`src/rtl/ccu_pkg.sv`:
```
// ccu_pkg: shared types and constants for the cache control unit
package procyon_ccu_pkg;
  localparam int CCU_ADDR_WIDTH = 32;
  localparam int CCU_LINE_SIZE = 32;
  localparam int CCU_LINE_OFFSET_W = $clog2(CCU_LINE_SIZE);
  typedef enum logic [2:0] {IDLE, WB, WB_GAP, FILL, RESP} ccu_state_t;
  typedef enum logic {CCU_REQ_IC, CCU_REQ_DC} ccu_req_t;
endpackage

```
`src/rtl/ccu_if.sv`:
```
// ccu_if: line-sized BIU bus between the ccu (master) and the bus interface unit (slave)
interface ccu_if import procyon_ccu_pkg::*; #(
  parameter int OPTN_ADDR_WIDTH = CCU_ADDR_WIDTH,
  parameter int OPTN_DC_LINE_SIZE = CCU_LINE_SIZE
) ();
  localparam int DC_LINE_WIDTH = OPTN_DC_LINE_SIZE * 8;
  logic o_biu_en;
  logic o_biu_we;
  logic [OPTN_ADDR_WIDTH-1:0] o_biu_addr;
  logic [DC_LINE_WIDTH-1:0] o_biu_data;
  logic [DC_LINE_WIDTH-1:0] i_biu_data;
  logic i_biu_busy;
  logic i_biu_done;
  modport master (
    output o_biu_en, o_biu_we, o_biu_addr, o_biu_data,
    input i_biu_data, i_biu_busy, i_biu_done
  );
  modport slave (
    input o_biu_en, o_biu_we, o_biu_addr, o_biu_data,
    output i_biu_data, i_biu_busy, i_biu_done
  );
endinterface

```
`src/rtl/ccu_rr_arb.sv`:
```
// ccu_rr_arb: 2-way round-robin arbiter (bit 0 = I$, bit 1 = D$), one-hot grant
module ccu_rr_arb (
  input  logic       clk,
  input  logic       rst,
  input  logic [1:0] req,
  input  logic       accept,
  output logic [1:0] gnt
);
  logic fav_dc_q, fav_dc_d;
  assign gnt = {req[1] & (~req[0] | fav_dc_q), req[0] & (~req[1] | ~fav_dc_q)};
  always_comb fav_dc_d = accept && |req ? gnt[0] : fav_dc_q;
  always_ff @(posedge clk) fav_dc_q <= rst ? 1'b1 : fav_dc_d;
endmodule

```
`src/rtl/ccu.sv`:
```
// ccu: serialises I$/D$ line fills and D$ victim writebacks onto the single BIU
module ccu import procyon_ccu_pkg::*; #(
  parameter int OPTN_ADDR_WIDTH = CCU_ADDR_WIDTH,
  parameter int OPTN_DC_LINE_SIZE = CCU_LINE_SIZE,
  localparam int DC_LINE_WIDTH = OPTN_DC_LINE_SIZE * 8
) (
  input  logic                       i_clk,
  input  logic                       i_reset,
  input  logic                       i_ic_req,
  input  logic [OPTN_ADDR_WIDTH-1:0] i_ic_addr,
  output logic                       o_ic_ack,
  output logic [DC_LINE_WIDTH-1:0]   o_ic_data,
  input  logic                       i_dc_req,
  input  logic [OPTN_ADDR_WIDTH-1:0] i_dc_addr,
  input  logic                       i_dc_victim_valid,
  input  logic [OPTN_ADDR_WIDTH-1:0] i_dc_victim_addr,
  input  logic [DC_LINE_WIDTH-1:0]   i_dc_victim_data,
  output logic                       o_dc_ack,
  output logic [DC_LINE_WIDTH-1:0]   o_dc_data,
  ccu_if.master                      biu
);
  localparam int OFF_W = $clog2(OPTN_DC_LINE_SIZE);
  localparam logic [OPTN_ADDR_WIDTH-1:0] ALIGN_MASK = {OPTN_ADDR_WIDTH{1'b1}} << OFF_W;
  ccu_state_t state_q, state_d;
  ccu_req_t id_q, id_d;
  logic [OPTN_ADDR_WIDTH-1:0] fill_addr_q, fill_addr_d, vic_addr_q, vic_addr_d;
  logic [DC_LINE_WIDTH-1:0] vic_data_q, vic_data_d, resp_q, resp_d;
  logic [1:0] gnt;
  logic unused_busy;
  assign unused_busy = biu.i_biu_busy;
  ccu_rr_arb u_arb (
    .clk(i_clk),
    .rst(i_reset),
    .req({i_dc_req, i_ic_req}),
    .accept(state_q == IDLE),
    .gnt(gnt)
  );
  always_comb begin
    state_d = state_q;
    id_d = id_q;
    fill_addr_d = fill_addr_q;
    vic_addr_d = vic_addr_q;
    vic_data_d = vic_data_q;
    resp_d = resp_q;
    case (state_q)
      IDLE: if (|gnt) begin
        id_d = gnt[1] ? CCU_REQ_DC : CCU_REQ_IC;
        fill_addr_d = (gnt[1] ? i_dc_addr : i_ic_addr) & ALIGN_MASK;
        vic_addr_d = gnt[1] ? i_dc_victim_addr & ALIGN_MASK : vic_addr_q;
        vic_data_d = gnt[1] ? i_dc_victim_data : vic_data_q;
        state_d = gnt[1] && i_dc_victim_valid ? WB : FILL;
      end
      WB: state_d = biu.i_biu_done ? WB_GAP : WB;
      WB_GAP: state_d = FILL;
      FILL: begin
        resp_d = biu.i_biu_done ? biu.i_biu_data : resp_q;
        state_d = biu.i_biu_done ? RESP : FILL;
      end
      default: state_d = IDLE;
    endcase
  end
  always_ff @(posedge i_clk) begin
    if (i_reset) begin
      state_q <= IDLE;
      id_q <= CCU_REQ_IC;
      fill_addr_q <= '0;
      vic_addr_q <= '0;
      vic_data_q <= '0;
      resp_q <= '0;
    end else begin
      state_q <= state_d;
      id_q <= id_d;
      fill_addr_q <= fill_addr_d;
      vic_addr_q <= vic_addr_d;
      vic_data_q <= vic_data_d;
      resp_q <= resp_d;
    end
  end
  assign biu.o_biu_en = state_q == WB || state_q == FILL;
  assign biu.o_biu_we = state_q == WB;
  assign biu.o_biu_addr = state_q == WB ? vic_addr_q : fill_addr_q;
  assign biu.o_biu_data = vic_data_q;
  assign o_ic_ack = state_q == RESP && id_q == CCU_REQ_IC;
  assign o_dc_ack = state_q == RESP && id_q == CCU_REQ_DC;
  assign o_ic_data = resp_q;
  assign o_dc_data = resp_q;
endmodule

```
`src/flat_wrapper.sv`:
```
// flat-port wrapper written by rule: the top's interface ports become plain ports
module ccu_flat import procyon_ccu_pkg::*;
#(
  parameter int OPTN_ADDR_WIDTH = CCU_ADDR_WIDTH,
  parameter int OPTN_DC_LINE_SIZE = CCU_LINE_SIZE,
  localparam int DC_LINE_WIDTH = OPTN_DC_LINE_SIZE * 8
)
  (i_clk, i_reset, i_ic_req, i_ic_addr, o_ic_ack, o_ic_data, i_dc_req, i_dc_addr, i_dc_victim_valid, i_dc_victim_addr, i_dc_victim_data, o_dc_ack, o_dc_data, biu_o_biu_en, biu_o_biu_we, biu_o_biu_addr, biu_o_biu_data, biu_i_biu_data, biu_i_biu_busy, biu_i_biu_done);
  ccu_if #(.OPTN_ADDR_WIDTH(OPTN_ADDR_WIDTH), .OPTN_DC_LINE_SIZE(OPTN_DC_LINE_SIZE)) biu_i ();
  input  logic i_clk;
  input  logic i_reset;
  input  logic i_ic_req;
  input  logic [OPTN_ADDR_WIDTH-1:0] i_ic_addr;
  output logic o_ic_ack;
  output logic [DC_LINE_WIDTH-1:0] o_ic_data;
  input  logic i_dc_req;
  input  logic [OPTN_ADDR_WIDTH-1:0] i_dc_addr;
  input  logic i_dc_victim_valid;
  input  logic [OPTN_ADDR_WIDTH-1:0] i_dc_victim_addr;
  input  logic [DC_LINE_WIDTH-1:0] i_dc_victim_data;
  output logic o_dc_ack;
  output logic [DC_LINE_WIDTH-1:0] o_dc_data;
  output wire logic [$bits(biu_i.o_biu_en)-1:0] biu_o_biu_en;
  output wire logic [$bits(biu_i.o_biu_we)-1:0] biu_o_biu_we;
  output wire logic [$bits(biu_i.o_biu_addr)-1:0] biu_o_biu_addr;
  output wire logic [$bits(biu_i.o_biu_data)-1:0] biu_o_biu_data;
  input wire logic [$bits(biu_i.i_biu_data)-1:0] biu_i_biu_data;
  input wire logic [$bits(biu_i.i_biu_busy)-1:0] biu_i_biu_busy;
  input wire logic [$bits(biu_i.i_biu_done)-1:0] biu_i_biu_done;
  assign biu_o_biu_en = biu_i.o_biu_en;
  assign biu_o_biu_we = biu_i.o_biu_we;
  assign biu_o_biu_addr = biu_i.o_biu_addr;
  assign biu_o_biu_data = biu_i.o_biu_data;
  assign biu_i.i_biu_data = biu_i_biu_data;
  assign biu_i.i_biu_busy = biu_i_biu_busy;
  assign biu_i.i_biu_done = biu_i_biu_done;
  ccu #(.OPTN_ADDR_WIDTH(OPTN_ADDR_WIDTH), .OPTN_DC_LINE_SIZE(OPTN_DC_LINE_SIZE)) u_core (.i_clk(i_clk), .i_reset(i_reset), .i_ic_req(i_ic_req), .i_ic_addr(i_ic_addr), .o_ic_ack(o_ic_ack), .o_ic_data(o_ic_data), .i_dc_req(i_dc_req), .i_dc_addr(i_dc_addr), .i_dc_victim_valid(i_dc_victim_valid), .i_dc_victim_addr(i_dc_victim_addr), .i_dc_victim_data(i_dc_victim_data), .o_dc_ack(o_dc_ack), .o_dc_data(o_dc_data), .biu(biu_i));
endmodule
```
`config.mk`:
```
export PLATFORM = sky130hd
export DESIGN_NAME = ccu_flat
export DESIGN_NICKNAME = d
export VERILOG_FILES = /design/src/rtl/ccu_pkg.sv /design/src/rtl/ccu_if.sv /design/src/rtl/ccu_rr_arb.sv /design/src/rtl/ccu.sv /design/src/flat_wrapper.sv
export SDC_FILE = /design/constraint.sdc
export NUM_CORES = 1
export LEC_CHECK = 0
export ABC_AREA = 1
export BUFFER_PORTS_ARGS = -buffer_cell sky130_fd_sc_hd__buf_2
export CORE_AREA = 8 8 542 544
export CTS_BUF_LIST = sky130_fd_sc_hd__clkbuf_2 sky130_fd_sc_hd__clkbuf_4 sky130_fd_sc_hd__clkbuf_8
export DETAILED_ROUTE_END_ITERATION = 8
export DIE_AREA = 0 0 550 552
export PLACE_DENSITY = 0.3
export REMOVE_ABC_BUFFERS = 1
export SLEW_MARGIN = 20
export SYNTH_ARGS = -nofsm -noshare
export SYNTH_HDL_FRONTEND = slang
export SYNTH_SLANG_ARGS = --single-unit
export TNS_END_PERCENT = 10
```
`constraint.sdc`:
```
create_clock -name i_clk -period 3.5 [get_ports i_clk]
set_clock_uncertainty 0.1 [all_clocks]
set_input_delay 1.05 -clock i_clk [delete_from_list [all_inputs] [get_ports i_clk]]
set_output_delay 1.05 -clock i_clk [all_outputs]
set_load 0.01 [all_outputs]
```
==> out/qor.txt, run 1 <==
Post-DP HPWL = 159000 µm
Final Max Tran Viols = 0
Worst-path clk slew = 0.06 ns
clk sinks = 571
share of post-route cells with drive strength above 1 = 35.6%
H-tree Lvls = 3
post-synth top area share = 46.8%
antenna violations before repair = 88
EDFF count, synth = 0
Worst setup SP type = flop
setup total negative slack = 0 ns
Overall Power = 19.3 mW
TritonCTS buffer count = 123
P_sw = 6.30 mW
Reg power frac = 38.9%
fin worst setup slack = 0.184 ns
Crit path required time = 2.35 ns
row count = 197
worst-case clock buffer depth = 4
Mapped Area = 24400 µm²
overflow left after global routing = 0
Total GRT Usage = 11.7%
fmax = 302 MHz
internal power = 13.0 mW
Seq/Total Area, Yosys = 46.8%
Tmin final = 3.32 ns
Post-Route Utilization = 12.8%
Synth async-reset ratio = 0%
outcome = finished, final reports clean
CP max stage cell = dfxtp_4
YS warnings = 0
CP max stage delay = 0.36 ns
number of global-route vias before repair = 25900
Least-Margin Pin Slew = 0.799 ns
pin count of the biggest net entering global routing = 91
I/O Pins = 1419
synth top area cells = dfxtp_1, nor2_1, nand2_1
die area = 304000 µm²
CORE AREA = 286000 µm²
Tcrit/Tclk final = 94.7%
Final nets = 5312
reg2reg end = u_core.o_dc_data[49]
kind of critical path = reg -> out
Crit path depth = 8
final setup fails = 0
post-route ant nets = 0
PortBufs = 1397
Clock Latency Late Sink = 0.96 ns
clock root cell = clkbuf_8
DR vias/cell = 3.06
Worst Hold Class = in -> reg
Synth-to-Final Area Change = 50.1%
DR DRC count = 0
ys flop type = dfxtp_1
max_cap viols = 0
wire length per cell = 21.7 µm
crit path cell chain = nor2_4, nand2_4, inv_8, buf_12, buf_16, nand2_1, o21ai_1, buf_2
Initial Util = 8.54%
1st-iter DRT viols = 1456
first-pass GRT wire length = 243000 µm
switch share = 32.7%
Max rail drop VDD = 0.000273 V
R2R setup slack = 1.27 ns
Avg Cell Area, Syn = 6.86 µm²
Post-Route WL = 187000 µm
delay-heaviest family, CP = buffers and inverters
slew margin rel. = 46.6%
Comb power frac = 19.8%
pre-CTS WS = 0.645 ns
Post-Synthesis Cells = 3558
crit path DAT = 2.17 ns
CTS tree = yes
DR vias = 26300
Hold Worst Slack = 0.222 ns
final RePlAce weighted congestion = 0.866
unrepaired setup endpoints after global routing = yes
post-synthesis cell type count = 20
die width = 550 µm
Crit Path Max Fanout = 13
crit path from = u_core.state_q[2]
Power Dens Cells = 526 nW/µm²
most frequent cells in the layout = buf_2, nor2_1, nand2_1
hold_buf cts = 0
clock network fraction of total power = 41.3%
Leak = 18.7 nW
Critical Path End Type = primary output
Reg-to-Reg Start = u_core.state_q[2]
Worst Setup EP = biu_o_biu_addr[13]
total iterations of the first detailed-routing run = 5
commonest non-fill, non-tap cell in the layout = buf_2
Final Hold Fails = 0
Yosys reg bits = 571
Die Ht = 552 µm
Buf+Inv Stages, Crit Path = 4
Register-to-Register Path Depth = 6
top cell type by total area after synthesis = dfxtp_1
stage by stage:
step           area [µm²]  std cells
2_1_floorplan       21400       3103
3_3_place_gp        33800       8350
3_5_place_dp        33800       8350
4_1_cts             36600       8570
5_1_grt             36600       8585
6_report            36600       8599
power groups by stage:
stage | sequential [mW] | clock [mW] | combinational [mW]
2_1_floorplan | 7.82 | 0 | 1.61
3_3_place_gp | 7.62 | 0 | 3.91
3_5_place_dp | 7.64 | 0 | 3.91
4_1_cts | 7.51 | 8.42 | 3.96
5_1_grt | 7.56 | 8.68 | 4.28
6_report | 7.50 | 7.95 | 3.82
cells by family (layout without fill, tap and decap cells):
logic type,Yosys count,after routing,share of synthesized area [%]
simple gates,1888,1888,29.3
other cells,1,34,0.0154
compound gates,287,287,5.89
buf+inv,811,2038,18.0
flops,571,571,46.8
flip-flops by register name (all words and copies together), names as in the netlist:
signal	flops
u_core.biu.o_biu_data	256
u_core.fill_addr_q	27
u_core.id_q	1
u_core.o_dc_data	256
u_core.state_q	3
u_core.u_arb.fav_dc_q	1
u_core.vic_addr_q	27
worst min-delay path, delay by kind of cell:
kind	cells	cell delay, ns
and+or+nand+nor	1	0.07
buffers and inverters	1	0.07
AOI/OAI and AO/OA	1	0.06
worst min path at each step:
stage / slack (ns) / depth (start not counted) / to / from
final: 0.22 / 3 / u_core.o_dc_data[196] / biu_i_biu_data[196]
after global routing: 0.12 / 3 / u_core.o_dc_data[197] / biu_i_biu_data[197]
after CTS: 0.05 / 3 / u_core.o_dc_data[50] / biu_i_biu_data[50]
after detailed placement: 0.37 / 2 / u_core.biu.o_biu_data[189] / u_core.biu.o_biu_data[189]
after global placement: 0.36 / 2 / u_core.biu.o_biu_data[184] / u_core.biu.o_biu_data[184]
after floorplan: 0.35 / 2 / u_core.u_arb.fav_dc_q / u_core.u_arb.fav_dc_q
synth_stat cells (2+ instances only):
| cell | number |
|---|---|
| dfxtp_1 | 571 |
| o21ai_0 | 278 |
| nor2_1 | 1169 |
| nor2_2 | 2 |
| buf_1 | 9 |
| nand2_1 | 684 |
| nand2_2 | 2 |
| o21ai_1 | 7 |
| buf_6 | 24 |
| buf_4 | 296 |
| inv_1 | 345 |
| inv_2 | 6 |
| buf_2 | 43 |
| clkbuf_1 | 87 |
| nand3_1 | 30 |
layer usage:
metal / wire, µm / up-vias / GRT usage [%]
met5: 460 / - / 0
met4: 4940 / 70 / 2.86
met3: 23500 / 273 / 6.44
met2: 88800 / 1161 / 20.1
met1: 69300 / 12100 / 12.4
li1: - / 12700 / -
what timing repair did:
item	4_1_cts	5_1_grt
pin swaps	2	0
cloned	1	0
gates resized for setup	27	4
buffers inserted	2	0
endpoints found under the setup margin	28	10
cell type report:
class | count | area, µm²
Inverter | 352 | 1340
Tap cell | 3781 | 4730
Clock buffer | 197 | 2430
Antenna cell | 29 | 72.6
Fill cell | 33800 | 249000
Clock inverter | 20 | 178
Sequential cell | 571 | 11400
Timing Repair Buffer | 1469 | 7790
Multi-Input combinational cell | 2180 | 8650
Power figures use the tool's default switching activity.
==> inputs of run 2 (changes only) <==
--- a/config.mk
+++ b/config.mk
@@ -13,6 +13,7 @@
 export DIE_AREA = 0 0 550 552
 export PLACE_DENSITY = 0.3
 export REMOVE_ABC_BUFFERS = 1
+export SETUP_SLACK_MARGIN = 0.2
 export SLEW_MARGIN = 20
 export SYNTH_ARGS = -nofsm -noshare
 export SYNTH_HDL_FRONTEND = slang
==> run 2 against run 1 <==
Effect of this change: maximum frequency increased by 0.54%; wire length increased by 0.25%; register-to-register slack got worse by 0.26 ns; setup slack improved by 0.018 ns; sequential power about the same; cell count increased by 0.26%; critical path depth decreased by 1; total power increased by 0.49%; count of clock-buffer cells in the layout unchanged; global-route usage about the same; utilization increased by 0.11 points; critical endpoint is now biu_o_biu_addr[8]; largest cell class unchanged.
==> out/qor.txt, run 2 (same netlist as run 1, synthesis figures left out) <==
Clock Latency Late Sink = 0.96 ns
1st-iter DRT viols = 1473
Die Ht = 552 µm
pin count of the biggest net entering global routing = 91
Final Hold Fails = 0
Comb power frac = 20.2%
Worst setup SP type = flop
most frequent cells in the layout = buf_2, nor2_1, nand2_1
CORE AREA = 286000 µm²
crit path DAT = 2.15 ns
unrepaired setup endpoints after global routing = yes
share of post-route cells with drive strength above 1 = 36.0%
wire length per cell = 21.7 µm
final RePlAce weighted congestion = 0.866
Crit Path Max Fanout = 8
CTS tree = yes
final setup fails = 0
DR vias/cell = 3.05
slew margin rel. = 48.4%
Power Dens Cells = 524 nW/µm²
R2R setup slack = 1.01 ns
DR vias = 26300
outcome = finished, final reports clean
Synth-to-Final Area Change = 51.3%
Initial Util = 8.54%
TritonCTS buffer count = 123
overflow left after global routing = 0
worst-case clock buffer depth = 4
post-route ant nets = 0
row count = 197
clock root cell = clkbuf_8
clk sinks = 571
Post-Route WL = 187000 µm
Overall Power = 19.4 mW
max_cap viols = 0
Final Max Tran Viols = 0
internal power = 13.0 mW
kind of critical path = reg -> out
placed instance count = 8350
PortBufs = 1397
Tmin final = 3.30 ns
Reg power frac = 38.7%
first-pass GRT wire length = 243000 µm
Total GRT Usage = 11.7%
switch share = 32.7%
Critical Path End Type = primary output
P_sw = 6.34 mW
Worst Hold Class = in -> reg
Tcrit/Tclk final = 94.2%
Final nets = 5319
number of global-route vias before repair = 26000
Worst-path clk slew = 0.06 ns
die width = 550 µm
Post-DP HPWL = 159000 µm
clock network fraction of total power = 41.1%
Max rail drop VDD = 0.000273 V
die area = 304000 µm²
final cell count without fillers = 8621
H-tree Lvls = 3
Least-Margin Pin Slew = 0.773 ns
antenna violations before repair = 88
I/O Pins = 1419
fmax = 303 MHz
Crit path required time = 2.35 ns
total iterations of the first detailed-routing run = 5
Leak = 18.8 nW
DR DRC count = 0
commonest non-fill, non-tap cell in the layout = buf_2
-- run 2: power by group through the flow --
stage          sequential (mW)  combinational (mW)  clock (mW)
6_report                  7.50                3.90        7.96
5_1_grt                   7.57                4.36        8.68
4_1_cts                   7.51                4.04        8.42
3_5_place_dp              7.64                3.91           0
3_3_place_gp              7.62                3.91           0
2_1_floorplan             7.82                1.61           0
-- run 2: worst paths after layout --
kind,start,endpoint,depth (start not counted)
worst max-delay path,u_core.state_q[2],biu_o_biu_addr[8],7
worst min register to register,u_core.biu.o_biu_data[28],u_core.biu.o_biu_data[28],2
worst min-delay path,biu_i_biu_data[189],u_core.o_dc_data[189],3
worst max register to register,u_core.state_q[2],u_core.o_dc_data[49],8
-- run 2: repair_timing --
item | in CTS | in global routing
hold endpoints to repair | 0 | 0
gates resized for setup | 75 | 14
setup buffers | 7 | 0
endpoints found under the setup margin | 31 | 28
pin swaps | 6 | 1
hold buffers | 0 | 0
gates cloned | 3 | 0
-- run 2: final cells by class --
type	count	area [µm²]
Timing Repair Buffer	1476	7970
Inverter	352	1350
Fill cell	33800	249000
Multi-Input combinational cell	2180	8740
Antenna cell	44	110
Sequential cell	571	11400
Clock buffer	197	2430
Tap cell	3781	4730
Clock inverter	20	178
-- run 2: critical path, stage by stage, from the launching register on --
cell	delay, ns
dfxtp_4	0.36
nor2_4	0.04
nand2_4	0.10
clkinv_8	0.11
buf_8	0.15
buf_16	0.13
o21ai_4	0.15
buf_6	0.13
-- run 2: layer usage --
layer  GRT usage (%)  part of all wire, %  routed length (µm)  up-vias
li1                -                    -                   -    12700
met5               0                 0.24                 443        -
met2            20.1                   48               89000     1135
met1            12.4                   37               69600    12100
met3            6.44                   12               23400      264
met4            3.07                  2.6                4900       68
-- run 2: per-stage QoR --
step	setup WS (ns)	util [%]	setup TNS, ns	hold WS [ns]	area, µm²
2_1_floorplan	-2.28	-	-1227.27	0.346	21400
3_3_place_gp	0.622	11.8	0	0.359	33800
3_5_place_dp	0.645	11.8	0	0.366	33800
4_1_cts	-0.0136	12.9	-0.0162	0.0466	36800
5_1_grt	0.0217	12.9	0	0.123	36900
6_report	0.202	12.9	0	0.223	36900
==> inputs of run 3 (changes only) <==
--- a/config.mk
+++ b/config.mk
@@ -6,7 +6,7 @@
 export NUM_CORES = 1
 export LEC_CHECK = 0
 export ABC_AREA = 1
-export BUFFER_PORTS_ARGS = -buffer_cell sky130_fd_sc_hd__buf_2
+export BUFFER_PORTS_ARGS = -buffer_cell sky130_fd_sc_hd__buf_4
 export CORE_AREA = 8 8 542 544
 export CTS_BUF_LIST = sky130_fd_sc_hd__clkbuf_2 sky130_fd_sc_hd__clkbuf_4 sky130_fd_sc_hd__clkbuf_8
 export DETAILED_ROUTE_END_ITERATION = 8
==> run 3 against run 2 <==
Effect of this change: non-clock buffer count is 3 higher; sequential power up 0.8%; setup slack got worse by 0.038 ns; cell count is 0.42% lower; final area is 9.6% higher; total power up 2.9%; wire length grew 2.9%; worst hold slack lost 0.0045 ns; first-iteration DRC count shrank 1.6%; largest cell class is now buffers.
==> out/qor.txt, run 3 (same netlist as run 1, synthesis figures left out) <==
metal3 WL = 22200 µm
die area = 304000 µm²
kind of critical path = reg -> out
Post-DP HPWL = 162000 µm
Synth-to-Final Area Change = 65.9%
max_cap viols = 0
Final nets = 5322
clock root cell = clkbuf_8
internal power = 13.5 mW
total iterations of the first detailed-routing run = 5
CORE AREA = 286000 µm²
Clock Latency Late Sink = 0.95 ns
register area = 11400 µm²
CP max stage delay = 0.35 ns
Final Max Tran Viols = 0
DR vias/cell = 3.05
Die Ht = 552 µm
clk sinks = 571
Power Dens Cells = 492 nW/µm²
Tcrit/Tclk final = 95.3%
final setup fails = 0
crit path DAT = 2.19 ns
area taken by multi-input logic gates = 8810 µm²
Crit path required time = 2.35 ns
commonest non-fill, non-tap cell in the layout = buf_4
most frequent cells in the layout = buf_4, nor2_1, nand2_1
outcome = finished, final reports clean
CP max stage cell = dfxtp_4
hold_buf cts = 0
Worst Hold Class = in -> reg
overflow left after global routing = 0
Worst path most repeated cell = nand2_2
Post-Route WL = 193000 µm
DR DRC count = 0
H-tree Lvls = 3
row count = 197
pin count of the biggest net entering global routing = 91
Total GRT Usage = 12.1%
M1 WL = 74000 µm
top layer in use = met5
R2R setup slack = 0.85 ns
number of global-route vias before repair = 26100
Critical Path End Type = primary output
post-route ant nets = 0
Final Hold Fails = 0
Worst-path clk slew = 0.05 ns
clock network fraction of total power = 39.4%
PortBufs = 1397
setup total negative slack = 0 ns
Max rail drop VDD = 0.000272 V
Leak = 19.4 nW
share of post-route cells with drive strength above 1 = 36.4%
first-pass GRT wire length = 251000 µm
Worst setup SP type = flop
CTS tree = yes
unrepaired setup endpoints after global routing = yes
worst-case clock buffer depth = 4
DR vias = 26200
Filler cells = 33300
TritonCTS buffer count = 123
Least-Margin Pin Slew = 0.766 ns
Reg power frac = 37.9%
antenna violations before repair = 56
die width = 550 µm
fin worst setup slack = 0.164 ns
slew margin rel. = 48.4%
Comb power frac = 22.7%
P_sw = 6.40 mW
1st-iter DRT viols = 1450
Crit Path Max Fanout = 7
Tmin final = 3.34 ns
I/O Pins = 1419
pre-CTS WS = 0.289 ns
crit path cell chain = nor2_4, nand2_2, inv_4, buf_12, buf_16, nand2_2, o21ai_1, buf_4
met2 routed WL = 92300 µm
fmax = 300 MHz
final RePlAce weighted congestion = 0.839
Initial Util = 8.54%
switch share = 32.2%
wire length per cell = 22.4 µm
[run 3: changes by cell type in the layout (fill, tap and decap cells not counted), sizes merged]
cell,delta
bufinv,-1
clkbuf,-3
diode,-31
clkinv,-4
buf,+3
[run 3: timing repair]
action,CTS,global route
gates cloned,5,0
pin swaps,7,5
setup endpoints to repair,30,28
endpoints found under the hold margin,0,0
gates resized for setup,81,21
setup buffers,3,1
[run 3: final timing paths]
| path | endpoint | from | cells after the start |
|---|---|---|---|
| worst max-delay path | biu_o_biu_addr[16] | u_core.state_q[2] | 8 |
| worst min-delay path | u_core.state_q[2] | i_reset | 2 |
| worst max register to register | u_core.o_dc_data[14] | u_core.state_q[2] | 7 |
| worst min register to register | u_core.vic_addr_q[20] | u_core.vic_addr_q[20] | 2 |
[run 3: routing by layer]
| metal | GRT usage [%] | up-vias |
|---|---|---|
| li1 | - | 12700 |
| met3 | 6.27 | 226 |
| met2 | 20.9 | 1075 |
| met5 | 0 | - |
| met1 | 13.1 | 12200 |
| met4 | 2.53 | 46 |
[run 3: power by group through the flow]
stage	Clock [mW]	Combinational, mW	Sequential [mW]
2_1_floorplan	0	1.61	7.82
3_3_place_gp	0	4.50	7.68
3_5_place_dp	0	4.49	7.70
4_1_cts	8.32	4.65	7.57
5_1_grt	8.55	4.99	7.62
6_report	7.85	4.51	7.56
[run 3: final cells by class]
| cell class | instances | share of cell area [%] |
|---|---|---|
| repair buffers | 1479 | 28.6 |
| multi-input cells | 2180 | 21.8 |
| diodes | 13 | 0.0803 |
| flip-flops and latches | 571 | 28.2 |
| clock inverters | 15 | 0.315 |
| clock buffers | 194 | 6.02 |
| well taps | 3781 | 11.7 |
| inverters | 352 | 3.31 |
[run 3: worst max-delay path: cells and delay by family (launching register included)]
| kind | cells | cell delay [ns] |
|---|---|---|
| compound gates | 1 | 0.07 |
| buf+inv | 4 | 0.56 |
| flops | 1 | 0.35 |
| simple gates | 3 | 0.23 |
[run 3: metrics by stage]
step | hold slack (ns) | utilization (%) | area [µm²] | std cells | power, mW
after global placement | 0.359 | 13.1 | 37500 | 8354 | 12.2
final | 0.218 | 14.2 | 40500 | 8585 | 19.9
after detailed placement | 0.362 | 13.1 | 37500 | 8354 | 12.2
after floorplan | 0.346 | - | 21400 | 3103 | 9.43
after CTS | 0.0444 | 14.1 | 40400 | 8571 | 20.5
after global routing | 0.0863 | 14.2 | 40500 | 8579 | 21.2
